==> config.mk <==
export PLATFORM = sky130hd
export DESIGN_NAME = t03_nes_poller
export DESIGN_NICKNAME = d
export VERILOG_FILES = /design/src/rtl/t03_nes_pkg.sv /design/src/rtl/t03_sync2.sv /design/src/rtl/t03_nes_poller.sv
export SDC_FILE = /design/constraint.sdc
export NUM_CORES = 1
export LEC_CHECK = 0
export BUFFER_PORTS_ARGS = -buffer_cell sky130_fd_sc_hd__buf_2
export CAP_MARGIN = 20
export CORE_UTILIZATION = 31
export DETAILED_ROUTE_END_ITERATION = 12
export GPL_TIMING_DRIVEN = 1
export PLACE_DENSITY = 0.57
export REMOVE_ABC_BUFFERS = 1
export SLEW_MARGIN = 20
export SYNTH_ARGS = -nofsm -noshare
export SYNTH_HDL_FRONTEND = slang
export SYNTH_SLANG_ARGS = --single-unit
==> constraint.sdc <==
create_clock -name clk -period 2.28 [get_ports clk]
set_input_delay 0.114 -clock clk [delete_from_list [all_inputs] [get_ports clk]]
set_output_delay 0.114 -clock clk [all_outputs]
set_load 0.005 [all_outputs]
==> src/rtl/t03_nes_pkg.sv <==
// Shared types and constants for the NES gamepad poller.
// Holds the poll FSM state enum, the per-byte button bit positions and
// the width of the presented data word.
package t03_nes_pkg;

    localparam int NES_WORD_W = 32;

    // Bit position of each button inside a pad byte (first bit shifted out = A)
    localparam int BTN_A      = 0;
    localparam int BTN_B      = 1;
    localparam int BTN_SELECT = 2;
    localparam int BTN_START  = 3;
    localparam int BTN_UP     = 4;
    localparam int BTN_DOWN   = 5;
    localparam int BTN_LEFT   = 6;
    localparam int BTN_RIGHT  = 7;

    typedef enum logic [2:0] {
        IDLE,
        LATCH,
        BIT_LO,
        BIT_HI,
        DONE
    } nes_state_t;

    // Largest of three cycle counts; sizes the shared phase counter
    function automatic int max3(input int a, input int b, input int c);
        int m;
        m = (a > b) ? a : b;
        return (m > c) ? m : c;
    endfunction

endpackage

==> src/rtl/t03_sync2.sv <==
// Two-flop synchronizer for an asynchronous pad data line.
// Resets to 1, the idle (nothing pressed / unplugged) level of the line.
module t03_sync2 (
    input  logic clk,
    input  logic nRST,
    input  logic d,
    output logic q
);

    logic meta_reg;

    // Two-stage resynchronization into the clk domain
    always_ff @(posedge clk or negedge nRST) begin
        if (!nRST) begin
            meta_reg <= 1'b1;
            q        <= 1'b1;
        end else begin
            meta_reg <= d;
            q        <= meta_reg;
        end
    end

endmodule

==> src/rtl/t03_nes_poller.sv <==
// Free-running poller for two NES gamepads (latch / clock / serial).
// Each frame: POLL_CYCLES idle, LATCH_CYCLES latch pulse, then 8 bit
// samples separated by 7 shift-clock high phases, then a single DONE
// cycle that publishes both bytes and pulses nes_confirm.
// Optional build macro T03_NES_PRESS_EDGE_EN adds newly-pressed flags
// in nes_data[31:16]; otherwise those bits are tied to zero.
module t03_nes_poller
    import t03_nes_pkg::*;
#(
    parameter int POLL_CYCLES  = 166_667,
    parameter int LATCH_CYCLES = 120,
    parameter int HALF_CYCLES  = 60
) (
    input  logic                  clk,
    input  logic                  nRST,
    input  logic                  p1_serial,
    input  logic                  p2_serial,
    output logic                  nes_latch,
    output logic                  nes_pulse,
    output logic [NES_WORD_W-1:0] nes_data,
    output logic                  nes_confirm
);

    localparam int CNT_W = $clog2(max3(POLL_CYCLES, LATCH_CYCLES, HALF_CYCLES));

    nes_state_t       state_reg, state_next;
    logic [CNT_W-1:0] cnt_reg, cnt_next;
    logic [2:0]       bi_reg, bi_next;
    logic             shift_en;
    logic             load_en;

    logic [1:0]       pad_serial;
    logic [1:0][7:0]  pad_sh;
    logic [15:0]      data_lo_reg;
    logic [15:0]      data_hi;

    assign pad_serial = {p2_serial, p1_serial};

    // Per-pad synchronizer and private shift register (pad 1 = index 0)
    generate
        for (genvar gi = 0; gi < 2; gi++) begin : g_pad
            logic       sync_q;
            logic [7:0] sh_reg;

            t03_sync2 u_sync (
                .clk  (clk),
                .nRST (nRST),
                .d    (pad_serial[gi]),
                .q    (sync_q)
            );

            // Capture the inverted (pressed = 1) bit on the last BIT_LO cycle
            always_ff @(posedge clk or negedge nRST) begin
                if (!nRST) begin
                    sh_reg <= '0;
                end else if (shift_en) begin
                    sh_reg[bi_reg] <= ~sync_q;
                end
            end

            assign pad_sh[gi] = sh_reg;
        end
    endgenerate

    // FSM state, shared phase counter and bit index registers
    always_ff @(posedge clk or negedge nRST) begin
        if (!nRST) begin
            state_reg <= IDLE;
            cnt_reg   <= '0;
            bi_reg    <= '0;
        end else begin
            state_reg <= state_next;
            cnt_reg   <= cnt_next;
            bi_reg    <= bi_next;
        end
    end

    // Next-state logic: every state counts cycles and leaves on its last one
    always_comb begin
        state_next = state_reg;
        cnt_next   = cnt_reg + CNT_W'(1);
        bi_next    = bi_reg;
        shift_en   = 1'b0;
        load_en    = 1'b0;
        case (state_reg)
            IDLE: begin
                if (cnt_reg == CNT_W'(POLL_CYCLES - 1)) begin
                    state_next = LATCH;
                    cnt_next   = '0;
                end
            end
            LATCH: begin
                if (cnt_reg == CNT_W'(LATCH_CYCLES - 1)) begin
                    state_next = BIT_LO;
                    cnt_next   = '0;
                    bi_next    = 3'(BTN_A);
                end
            end
            BIT_LO: begin
                if (cnt_reg == CNT_W'(HALF_CYCLES - 1)) begin
                    shift_en = 1'b1;
                    cnt_next = '0;
                    // The last bit needs no trailing shift clock
                    state_next = (bi_reg == 3'(BTN_RIGHT)) ? DONE : BIT_HI;
                end
            end
            BIT_HI: begin
                if (cnt_reg == CNT_W'(HALF_CYCLES - 1)) begin
                    state_next = BIT_LO;
                    cnt_next   = '0;
                    bi_next    = bi_reg + 3'd1;
                end
            end
            DONE: begin
                state_next = IDLE;
                cnt_next   = '0;
                load_en    = 1'b1;
            end
            default: begin
                state_next = IDLE;
                cnt_next   = '0;
            end
        endcase
    end

    // Pad-side strobes decode straight from state so reset clears them at once
    assign nes_latch = (state_reg == LATCH);
    assign nes_pulse = (state_reg == BIT_HI);

    // Publish the completed button bytes and the one-cycle confirm strobe
    always_ff @(posedge clk or negedge nRST) begin
        if (!nRST) begin
            data_lo_reg <= '0;
            nes_confirm <= 1'b0;
        end else begin
            nes_confirm <= load_en;
            if (load_en) begin
                data_lo_reg <= pad_sh;
            end
        end
    end

`ifdef T03_NES_PRESS_EDGE_EN
    logic [15:0] edge_reg;

    // Newly pressed = pressed now and not pressed in the previously published byte
    always_ff @(posedge clk or negedge nRST) begin
        if (!nRST) begin
            edge_reg <= '0;
        end else if (load_en) begin
            edge_reg <= pad_sh & ~data_lo_reg;
        end
    end

    assign data_hi = edge_reg;
`else
    assign data_hi = '0;
`endif

    assign nes_data = {data_hi, data_lo_reg};

endmodule

* After elaboration in Yosys (flattened, before gate mapping) *
Index checks and enable logic that the tools add are counted.

storage, ports and cells
  register bits after elaboration = 61
  latch bits = 0
  memory bits (writable) = 0
  bits in read-only memories = 0
  input bits = 4
  output and inout bits = 35
  word-level logic and storage cells = 55
  memories kept = 0

cells by class
  add/subtract/negate cells = 2
  multipliers = 0
  div/mod/pow operators = 0
  order comparisons = 2
  eq/ne operators = 12
  shift-type cells = 0
  multiplexer cells = 20
  bitwise operators = 2
  reduce and logical (&&, ||, !) cells = 6

operators by type and width
  operator                                               number
  two-way mux 18 bit                                     3
  case mux 18 bit (3 select lines)                       1
  two-way mux 3 bit                                      7
  adder 18 x 1 -> 18 bit (second input constant)         1
  equality test 18 bit (second input constant)           1
  equality test 18 x 6 -> 1 bit (second input constant)  1
  equality test 18 x 7 -> 1 bit (second input constant)  1
  bitwise mux 8 bit                                      2
  case mux 3 bit (4 select lines)                        1
  equality test 3 x 2 -> 1 bit (second input constant)   2
  equality test 3 bit (second input constant)            2
  case mux 3 bit (2 select lines)                        1
  < comparator 3 x 4 -> 1 bit (second input constant)    1
  two-way mux 1 bit                                      4
  != test 2 x 1 -> 1 bit (second input constant)         2
  != test 2 bit (second input constant)                  2
  AND reduction 4 bit                                    1
  adder 3 x 1 -> 3 bit (second input constant)           1
  demux 1 bit (select 3 bit)                             1
  equality test 3 x 1 -> 1 bit (second input constant)   1
  >= comparator 3 x 1 -> 1 bit (second input constant)   1
  zero test 3 bit                                        1
  AND reduction 3 bit                                    1
  NOT 1 bit                                              2
  3 further kinds                                        3

* Longest topological paths before layout *
Gate-level depths: netlist of run 1.

  depth in word-level cells = 5
  gate-level depth with buffers = 8

* Cells and area by module *
From an unflattened synthesis of run 1, not the netlist that was laid out.

second synthesis, totals
  cell total of the unflattened synthesis = 260
  area, all modules = 2,914.0 um^2

modules (own cells, without submodules)
  module          instances  cells an instance  area each (um^2)  sequential area each (um^2)
  t03_nes_poller  1          256                2,808.9           1,426.4
  t03_sync2       2          2                  52.6              52.6

* Worst setup path before layout of run 1 *
Ideal clock, no wire load.

  path type = register to register
  start = register cnt_reg[9]
  end = register cnt_reg[2]
  setup time = 0.119 ns
  arrival time = 2.024 ns
  setup slack = 0.137 ns
  stages on the path, launching flop included = 8
  path buffers = 2
  period minus slack after synthesis = 2.143 ns
  path through = dfrtp_1 -> or4_1 -> or3_4 -> o31ai_2 -> o221a_2 -> buf_6 -> buf_12 -> nor2_1

on the way
  word-level cells in the longest chain between the ends = 3
  elaborated cells on any way between the ends = 7
  those cells by class = eq/ne (3); mux (4)

RTL lines
  item                                                   line                                          source
  start: declaration                                     t03_nes_poller.sv:27                          logic [CNT_W-1:0] cnt_reg, cnt_next;
  start signal: assignment                               t03_nes_poller.sv:73                          cnt_reg <= cnt_next;
  equality test 18 x 6 -> 1 bit (tied with other cells)  t03_nes_poller.sv:100, t03_nes_poller.sv:108
  two-way mux 18 bit, on equally long branches           -
  case mux 18 bit (3 select lines) (*)                   t03_nes_poller.sv:85                          case (state_reg)
  named net cnt_next[2]                                  t03_nes_poller.sv:27

Mark *: on every way through the listed nets, which the timed path passes. The rest lies on a longest branch.
A chain may end at the register's enable or synchronous reset.

* Worst setup path in the final report of run 1 *
  start = register cnt_reg[8]
  end = register g_pad[0].sh_reg[3]

on the way
  word-level cells in the longest chain between the ends = 3

RTL lines
  item                            line                   source
  equality test 18 x 6 -> 1 bit   t03_nes_poller.sv:100  if (cnt_reg == CNT_W'(HALF_CYCLES - 1)) begin
  two-way mux 1 bit               t03_nes_poller.sv:100
  two-way mux 1 bit               t03_nes_poller.sv:85
  end signal: indexed assignment  t03_nes_poller.sv:57   sh_reg[bi_reg] <= ~sync_q;
  end: declaration                t03_nes_poller.sv:43   logic [7:0] sh_reg;

No other way between the ends.

==> results of run 1 <==
[cell families after synthesis]
family / count (synthesis) / share of synthesized area [%]
xor+xnor: 16 / 4.90
simple gates: 80 / 15.4
compound gates: 9 / 2.71
flops: 61 / 53.5
other cells: 1 / 0.131
buf+inv: 44 / 8.88
mux: 33 / 12.3
fa+ha+maj: 5 / 2.19
[how the worst min path moves through the flow]
stage,slack [ns],startpoint,end
2_1_floorplan,-0.18,nRST,bi_reg[0]
3_3_place_gp,0.12,nRST,cnt_reg[10]
3_5_place_dp,0.14,nRST,cnt_reg[4]
4_1_cts,0.30,nRST,cnt_reg[12]
5_1_grt,0.34,nRST,cnt_reg[12]
6_report,0.29,nRST,cnt_reg[10]
[repair_timing]
item / in CTS / in global routing
endpoints found under the hold margin: 22 / 0
hold buffers: 3 / 0
endpoints found under the setup margin: 0 / 11
resized for setup: 0 / 1
[report_power, final]
group	internal (mW)	switching, mW	leakage, nW
Clock	0.618	0.461	0.106
Sequential	1.09	0.00519	0.824
Combinational	0.00804	0.0279	0.801
Total	1.71	0.494	1.73
[layout make-up]
cell class	count	area, um2
Tap cell	108	135
Multi-Input combinational cell	159	1150
Clock buffer	9	124
Timing Repair Buffer	37	255
Clock inverter	7	97.6
Sequential cell	61	1530
Inverter	21	78.8
Fill cell	864	5480
[placed cells by master, fill, tap and decap left out, drive strengths merged, types with 4 or more instances in the layout]
master and count:
dfrtp 57, buf 34, nor2 24, inv 22
mux2 17, mux2i 16, conb 16, nand3 12
xor2 12, nand2 10, clkbuf 9, nand4 7
and3 6, ha 5, nor3 5, xnor2 4
dfstp 4
[critical path, delay by kind of cell, from the launching register on]
kind / cells / cell delay [ns]
DFF: 1 / 0.41
muxes: 1 / 0.21
buffers and inverters: 1 / 0.15
and+or+nand+nor: 4 / 1.31
[stage by stage]
stage               cells  setup slack, ns  instance area, um2  utilization, %
detailed placement    383           0.0608                3110            35.1
floorplan             241          0.00570                2740               -
global route          402         -0.00422                3370            38.1
global placement      383            0.120                3110            35.1
finish                402            0.117                3370            38.1
CTS                   402           0.0537                3360            38.0
[layer usage]
metal	global-route usage (%)	wire length, um	vias to the layer above
li1	-	-	892
met1	15.8	2420	903
met2	18.8	2290	35
met3	3.58	229	9
met4	5.59	95	0
met5	0	0	-
==> impl_metrics.yaml, run 1 <==
synthesis:
  synth_edf_count: 0
  ys_ff_latch: 61
  syn_area_mm2: 0.00286
  ys_types: 42
  syn_inst: 249
  synth.top_cells.by_count: "dfrtp_1, nor2_1, inv_1"
  avgSynthCellArea_um2: 11.5
  seq_area_frac_synth_pct: 53.5
  synthTopCellsByArea: "dfrtp_1, mux2_2, mux2i_1, buf_4, dfstp_2"
  synth_ff_type: "dfrtp_1"
  synth.most_common_cell: "dfrtp_1"
  yosysWarnings: 0
  netlist.top_cell.by_area: "dfrtp_1"
  yosysTopAreaCellShare_pct: 49.8
  ys_async_sr_fraction_pct: 100
worst_setup_path:
  cp_cell_sequence: "or4_1, or3_4, nor3_4, buf_12, and3_1, mux2i_1"
  critical_path_class: "reg2reg"
  required_ns: 2.54
  r2r_cells: 6
  r2r_end: "g_pad[0].sh_reg[3]"
  r2r_slack_ns: 0.12
  endpoint: "g_pad[0].sh_reg[3]"
  cp_max_fo: 12
  cp-start-kind: "flip-flop"
  arrival_ns: 2.42
  critPathMaxStageDelay_ns: 0.52
  r2r-start: "cnt_reg[8]"
  cp-end-kind: "flip-flop"
  crit_start: "cnt_reg[8]"
  cp_slowest_cell: "or4_1"
clocking:
  cts_buffer_depth: 2
  numCtsBuffers: 9
  cts-root-buf: "clkbuf_8"
  clock_sinks: 61
  clkLatencyLatePin_ns: 0.34
  cts_setup_buffers: 0
  path_clk_slew_ns: 0.08
  cts_max_level: 3
  cts_tree: "yes"
placement:
  io_buffers: 22
  place.gp.congestion: 0.746
  dp.final_hpwl_mm: 3.50
final_layout:
  largest_register_ff_count: 18
  insertedDiodeCount: 0
  final_nets: 298
  drive_above_1_share_pct: 26.9
  area_growth_pct: 17.7
global_routing:
  grt_pass1_wl_mm: 9.18
  antenna_found_initial: 0
  overflow: 0
  grt_pass1_vias: 1908
  grt_usage_pct: 12.2
  grt_max_degree: 25
job:
  max-cap-violations: 0
die:
  num_io_pins: 39
  core-area_mm2: 0.00885
  initial_core_util_pct: 32.3
  die_h_um: 98.1
  die_w_um: 98.1
  fp.dieArea_mm2: 0.00962
  rows: 34
min_path:
  hold_class: "in2async"
outcome:
  run_status: "finished, violations left"
  violations: "DRC"
routing:
  routed_wl_mm: 5.04
  vias: 1839
  viasPerCell: 4.57
  drt-pass1-iter-count: 9
  ant_nets: 0
  drtIter0Drc: 64
  route.detailed.drc: 3
  wl_per_cell_um: 12.5
timing:
  fmax_ghz: 0.462
  fin_worst_skew_ns: 0.0126
  min_period_ns: 2.16
  period_share_pct: 94.9
  relSlewSlack_pct: 63.2
  hold_viol: 0
  worstMarginPinSlew_ns: 0.552
  setup_viol: 0
  hold_ws_ns: 0.287
  setup_tns_ns: 0
  drv_slew: 0
pwr:
  power_mw: 2.21
  leakage_nw: 1.73
  peakVddDrop_uv: 288
  power_density_mw_per_mm2: 656
No activity file was read; power rests on OpenSTA's default activity.
==> run 2: changes to the inputs <==
- CTS_BUF_LIST: not set -> sky130_fd_sc_hd__clkbuf_16
==> impl_metrics.yaml, run 2 (synthesized netlist as in run 1, its figures left out) <==
final_layout:
  n_fill_cell: 852
  largest_register_ff_count: 18
  area_growth_pct: 21.3
  final_nets: 298
  finish.instance_area_mm2: 0.00347
  insertedDiodeCount: 0
  layout_common_cells: "dfrtp_1, nor2_1, buf_2, inv_1, mux2_2"
  fin_util_pct: 39.2
  drive_above_1_share_pct: 26.9
  final_common_cell: "dfrtp_1"
  final_cell_count_no_fill: 402
global_routing:
  grt_pass1_vias: 1922
  antenna_found_initial: 0
  overflow: 0
  grt_pass1_wl_mm: 9.33
  grt_max_degree: 25
  grt_usage_pct: 12.4
die:
  die_w_um: 98.1
  num_io_pins: 39
  initial_core_util_pct: 32.3
  fp.dieArea_mm2: 0.00962
  die_h_um: 98.1
  rows: 34
  core-area_mm2: 0.00885
clocking:
  cts_buffer_depth: 2
  clock_sinks: 61
  path_clk_slew_ns: 0.05
  clkLatencyLatePin_ns: 0.33
  cts_max_level: 3
  cts_tree: "yes"
  cts_setup_buffers: 0
  cts-root-buf: "clkbuf_16"
  numCtsBuffers: 9
worst_setup_path:
  r2r_cells: 6
  required_ns: 2.53
  arrival_ns: 2.41
  critical_path_class: "reg2reg"
  r2r_slack_ns: 0.12
  crit_start: "cnt_reg[8]"
  cp_max_fo: 12
  r2r-start: "cnt_reg[8]"
  cp-end-kind: "flip-flop"
  cp-start-kind: "flip-flop"
  r2r_end: "g_pad[0].sh_reg[3]"
routing:
  vias: 1860
  viasPerCell: 4.63
  drt-pass1-iter-count: 8
  routed_wl_mm: 5.05
  ant_nets: 0
  wl_per_cell_um: 12.6
  drtIter0Drc: 62
  route.detailed.drc: 3
placement:
  dp.final_hpwl_mm: 3.50
  place.gp.congestion: 0.746
  io_buffers: 22
  dpl.cell_count: 383
  placed_area_mm2: 0.00311
outcome:
  run_status: "finished, violations left"
  violations: "DRC"
timing:
  worstMarginPinSlew_ns: 0.545
  min_period_ns: 2.16
  drv_slew: 0
  hold_viol: 0
  fin_worst_skew_ns: 0.00780
  setup_viol: 0
  relSlewSlack_pct: 63.7
  fmax_ghz: 0.463
  period_share_pct: 94.8
job:
  max-cap-violations: 0
pwr:
  power_switching_share_pct: 20.4
  intPower_mw: 2.06
  peakVddDrop_uv: 388
  switchingPower_uw: 529
  leakage_nw: 1.78
  pwr-share-seq_pct: 42.4
  pwr-share-clk_pct: 56.3
  power_mw: 2.59
  p_comb_share_pct: 1.4
  power_density_mw_per_mm2: 745
min_path:
  hold_class: "in2async"
-- run 2: cell count changes in the layout (fill, tap and decap cells not counted) --
| cell | change |
|---|---|
| clkbuf_16 | +9 |
| clkbuf_8 | -9 |
-- run 2: worst max-delay path by stage --
stage                               to  slack (ns)  cells after the start
floorplan               data_lo_reg[0]       0.006                      2
global placement           cnt_reg[14]        0.12                      6
detailed placement         cnt_reg[17]        0.06                      6
CTS                        cnt_reg[14]        0.05                      6
global route        g_pad[0].sh_reg[3]      -0.007                      6
finish              g_pad[0].sh_reg[3]        0.12                      6
-- run 2: area by class of cell --
type / count / area (um2) / area share [%]
sequential: 61 / 1530 / 44.1
multi-input combinational: 159 / 1150 / 33.0
timing repair buffer: 37 / 255 / 7.36
clock buffer: 9 / 225 / 6.49
tap: 108 / 135 / 3.89
clock inverter: 7 / 97.6 / 2.81
inverter: 21 / 78.8 / 2.27
-- run 2: metal layers --
layer  GRT usage (%)  vias up  routed length (um)
met3            4.65        9                 219
met5               0        -                   0
met1            15.9      922                2410
li1                -      893                   -
met2            19.1       36                2330
met4            4.55        0                  82
-- run 2: power groups by stage --
stage | clock [mW] | sequential (mW) | combinational [mW]
5_1_grt | 1.54 | 1.10 | 0.0432
3_5_place_dp | 0 | 1.11 | 0.0341
3_3_place_gp | 0 | 1.11 | 0.0333
4_1_cts | 1.49 | 1.10 | 0.0380
6_report | 1.45 | 1.10 | 0.0359
2_1_floorplan | 0 | 1.11 | 0.00640
-- run 2: worst max-delay path, stage by stage (launching register included) --
cell and delay [ns]:
dfrtp_1 0.41, or4_1 0.52, or3_4 0.39, nor3_4 0.19, buf_12 0.16, and3_1 0.22
mux2i_1 0.20
-- run 2: through the flow --
stage / TNS, ns / setup slack, ns / hold WS, ns
finish: 0 / 0.118 / 0.308
CTS: 0 / 0.0541 / 0.325
floorplan: 0 / 0.00570 / -0.182
detailed placement: 0 / 0.0608 / 0.136
global placement: 0 / 0.120 / 0.125
global route: -0.00670 / -0.00670 / 0.359
-- run 2: what timing repair did --
action | in CTS | in global routing
gates resized for setup | 0 | 1
hold buffers | 3 | 0
setup endpoints to repair | 0 | 21
endpoints found under the hold margin | 22 | 0
==> run 3: changes to the inputs <==
- CELL_PAD_IN_SITES_DETAIL_PLACEMENT: not set -> 2
- CELL_PAD_IN_SITES_GLOBAL_PLACEMENT: not set -> 2
- GPL_TIMING_DRIVEN: 1 -> 0
- PLACE_DENSITY: 0.57 -> 0.76
==> impl_metrics.yaml, run 3 (synthesized netlist as in run 1, its figures left out) <==
final_layout:
  multi_input_area_mm2: 0.00125
  final_nets: 303
  insertedDiodeCount: 0
  seqCellArea_mm2: 0.00153
  largest_register_ff_count: 18
  area_growth_pct: 25.1
  n_fill_cell: 918
  drive_above_1_share_pct: 30.5
  layout_common_cells: "dfrtp_1, nor2_1, inv_1, buf_2, mux2_2"
  final_common_cell: "dfrtp_1"
timing:
  period_share_pct: 102
  worstMarginPinSlew_ns: 0.725
  hold_viol: 0
  fmax_ghz: 0.431
  fin_worst_skew_ns: 0.00943
  relSlewSlack_pct: 51.6
  finalWorstSetupSlack_ns: -0.0401
  min_period_ns: 2.32
  rsz0062_at_grt: "true"
  setup_viol: 10
  drv_slew: 0
  hold_ws_ns: 0.255
routing:
  wl_per_cell_um: 18.2
  drtIter0Drc: 70
  viasPerCell: 4.97
  route.detailed.drc: 3
  routed_wl_mm: 7.38
  vias: 2016
  ant_nets: 0
  drt-pass1-iter-count: 8
worst_setup_path:
  cp-start-kind: "flip-flop"
  r2r_cells: 6
  r2r_end: "cnt_reg[0]"
  r2r_slack_ns: -0.04
  critical_path_class: "reg2reg"
  cp-end-kind: "flip-flop"
  arrival_ns: 2.51
  required_ns: 2.47
  r2r-start: "cnt_reg[8]"
  cp_max_fo: 5
clocking:
  cts_tree: "yes"
  cts_max_level: 3
  numCtsBuffers: 9
  clkLatencyLatePin_ns: 0.32
  cts_buffer_depth: 2
  path_clk_slew_ns: 0.06
  clock_sinks: 61
  cts-root-buf: "clkbuf_16"
min_path:
  hold_class: "in2async"
placement:
  place.gp.congestion: 0.697
  post-place-ws_ns: -0.368
  dp.final_hpwl_mm: 4.27
  io_buffers: 22
pwr:
  peakVddDrop_uv: 341
  leakage_nw: 1.79
  power_density_mw_per_mm2: 709
global_routing:
  overflow: 0
  grt_max_degree: 35
  grt_pass1_wl_mm: 11.6
  grt_pass1_vias: 2197
  antenna_found_initial: 0
  grt_usage_pct: 15.7
die:
  num_io_pins: 39
  core-area_mm2: 0.00885
  initial_core_util_pct: 32.3
  rows: 34
  die_w_um: 98.1
  fp.dieArea_mm2: 0.00962
  die_h_um: 98.1
outcome:
  run_status: "finished, violations left"
  violations: "DRC, setup timing"
job:
  max-cap-violations: 0
[run 3: changes by cell type in the layout (fill, tap and decap cells not counted), sizes merged]
cell | previous run | this run
o221a | 1 | 4
inv | 22 | 21
buf | 34 | 36
clkinv | 2 | 3
clkinvlp | 2 | 1
[run 3: cell type report]
type	count	area share (%)
clock inverter	6	2.20
clock buffer	9	6.29
multi-input combinational	162	35.0
sequential	61	42.8
tap	108	3.77
inverter	21	2.20
timing repair buffer	39	7.69
[run 3: per-stage QoR]
step                instance area, um2  power (mW)  utilization (%)  TNS [ns]  instances
floorplan                         2740        1.12                -         0        241
global placement                  2990        1.15             33.8    -18.55        371
detailed placement                3020        1.15             34.2     -7.46        373
CTS                               3470        2.57             39.2         0        401
global route                      3580        2.63             40.5     -3.19        406
finish                            3580        2.54             40.5    -0.247        406
[run 3: power breakdown]
| group | switching, mW | internal [mW] |
|---|---|---|
| logic | 0.0287 | 0.00983 |
| registers | 0.00559 | 1.09 |
| clock network | 0.466 | 0.938 |
| total | 0.501 | 2.04 |
[run 3: routing by layer]
| metal | vias up | GRT usage [%] | share of wire [%] |
|---|---|---|---|
| met3 | 10 | 3.79 | 3.1 |
| met1 | 1057 | 19.6 | 44 |
| met5 | - | 0 | 0 |
| met4 | 0 | 5.59 | 1.5 |
| li1 | 914 | - | - |
| met2 | 35 | 26.6 | 52 |
[run 3: worst max-delay path, stage by stage (launching register included)]
cell,delay [ns]
dfrtp_1,0.40
or4_4,0.54
or3_4,0.40
o31ai_4,0.34
buf_4,0.19
o221a_4,0.23
nor2_1,0.07
[run 3: how the worst max path moves through the flow]
stage,start,endpoint,slack (ns)
global placement,state_reg[0],data_lo_reg[6],-0.77
finish,cnt_reg[8],cnt_reg[0],-0.04
CTS,cnt_reg[9],cnt_reg[0],0.01
floorplan,state_reg[0],data_lo_reg[0],0.006
global route,cnt_reg[6],cnt_reg[5],-0.17
detailed placement,cnt_reg[9],cnt_reg[9],-0.37
[run 3: what timing repair did]
| action | in CTS | in global routing |
|---|---|---|
| setup endpoints to repair | 34 | 35 |
| buffers inserted | 9 | 3 |
| hold buffers | 3 | 0 |
| pin swaps | 2 | 5 |
| endpoints found under the hold margin | 29 | 0 |
| gates resized for setup | 6 | 13 |
| gates cloned | 1 | 2 |
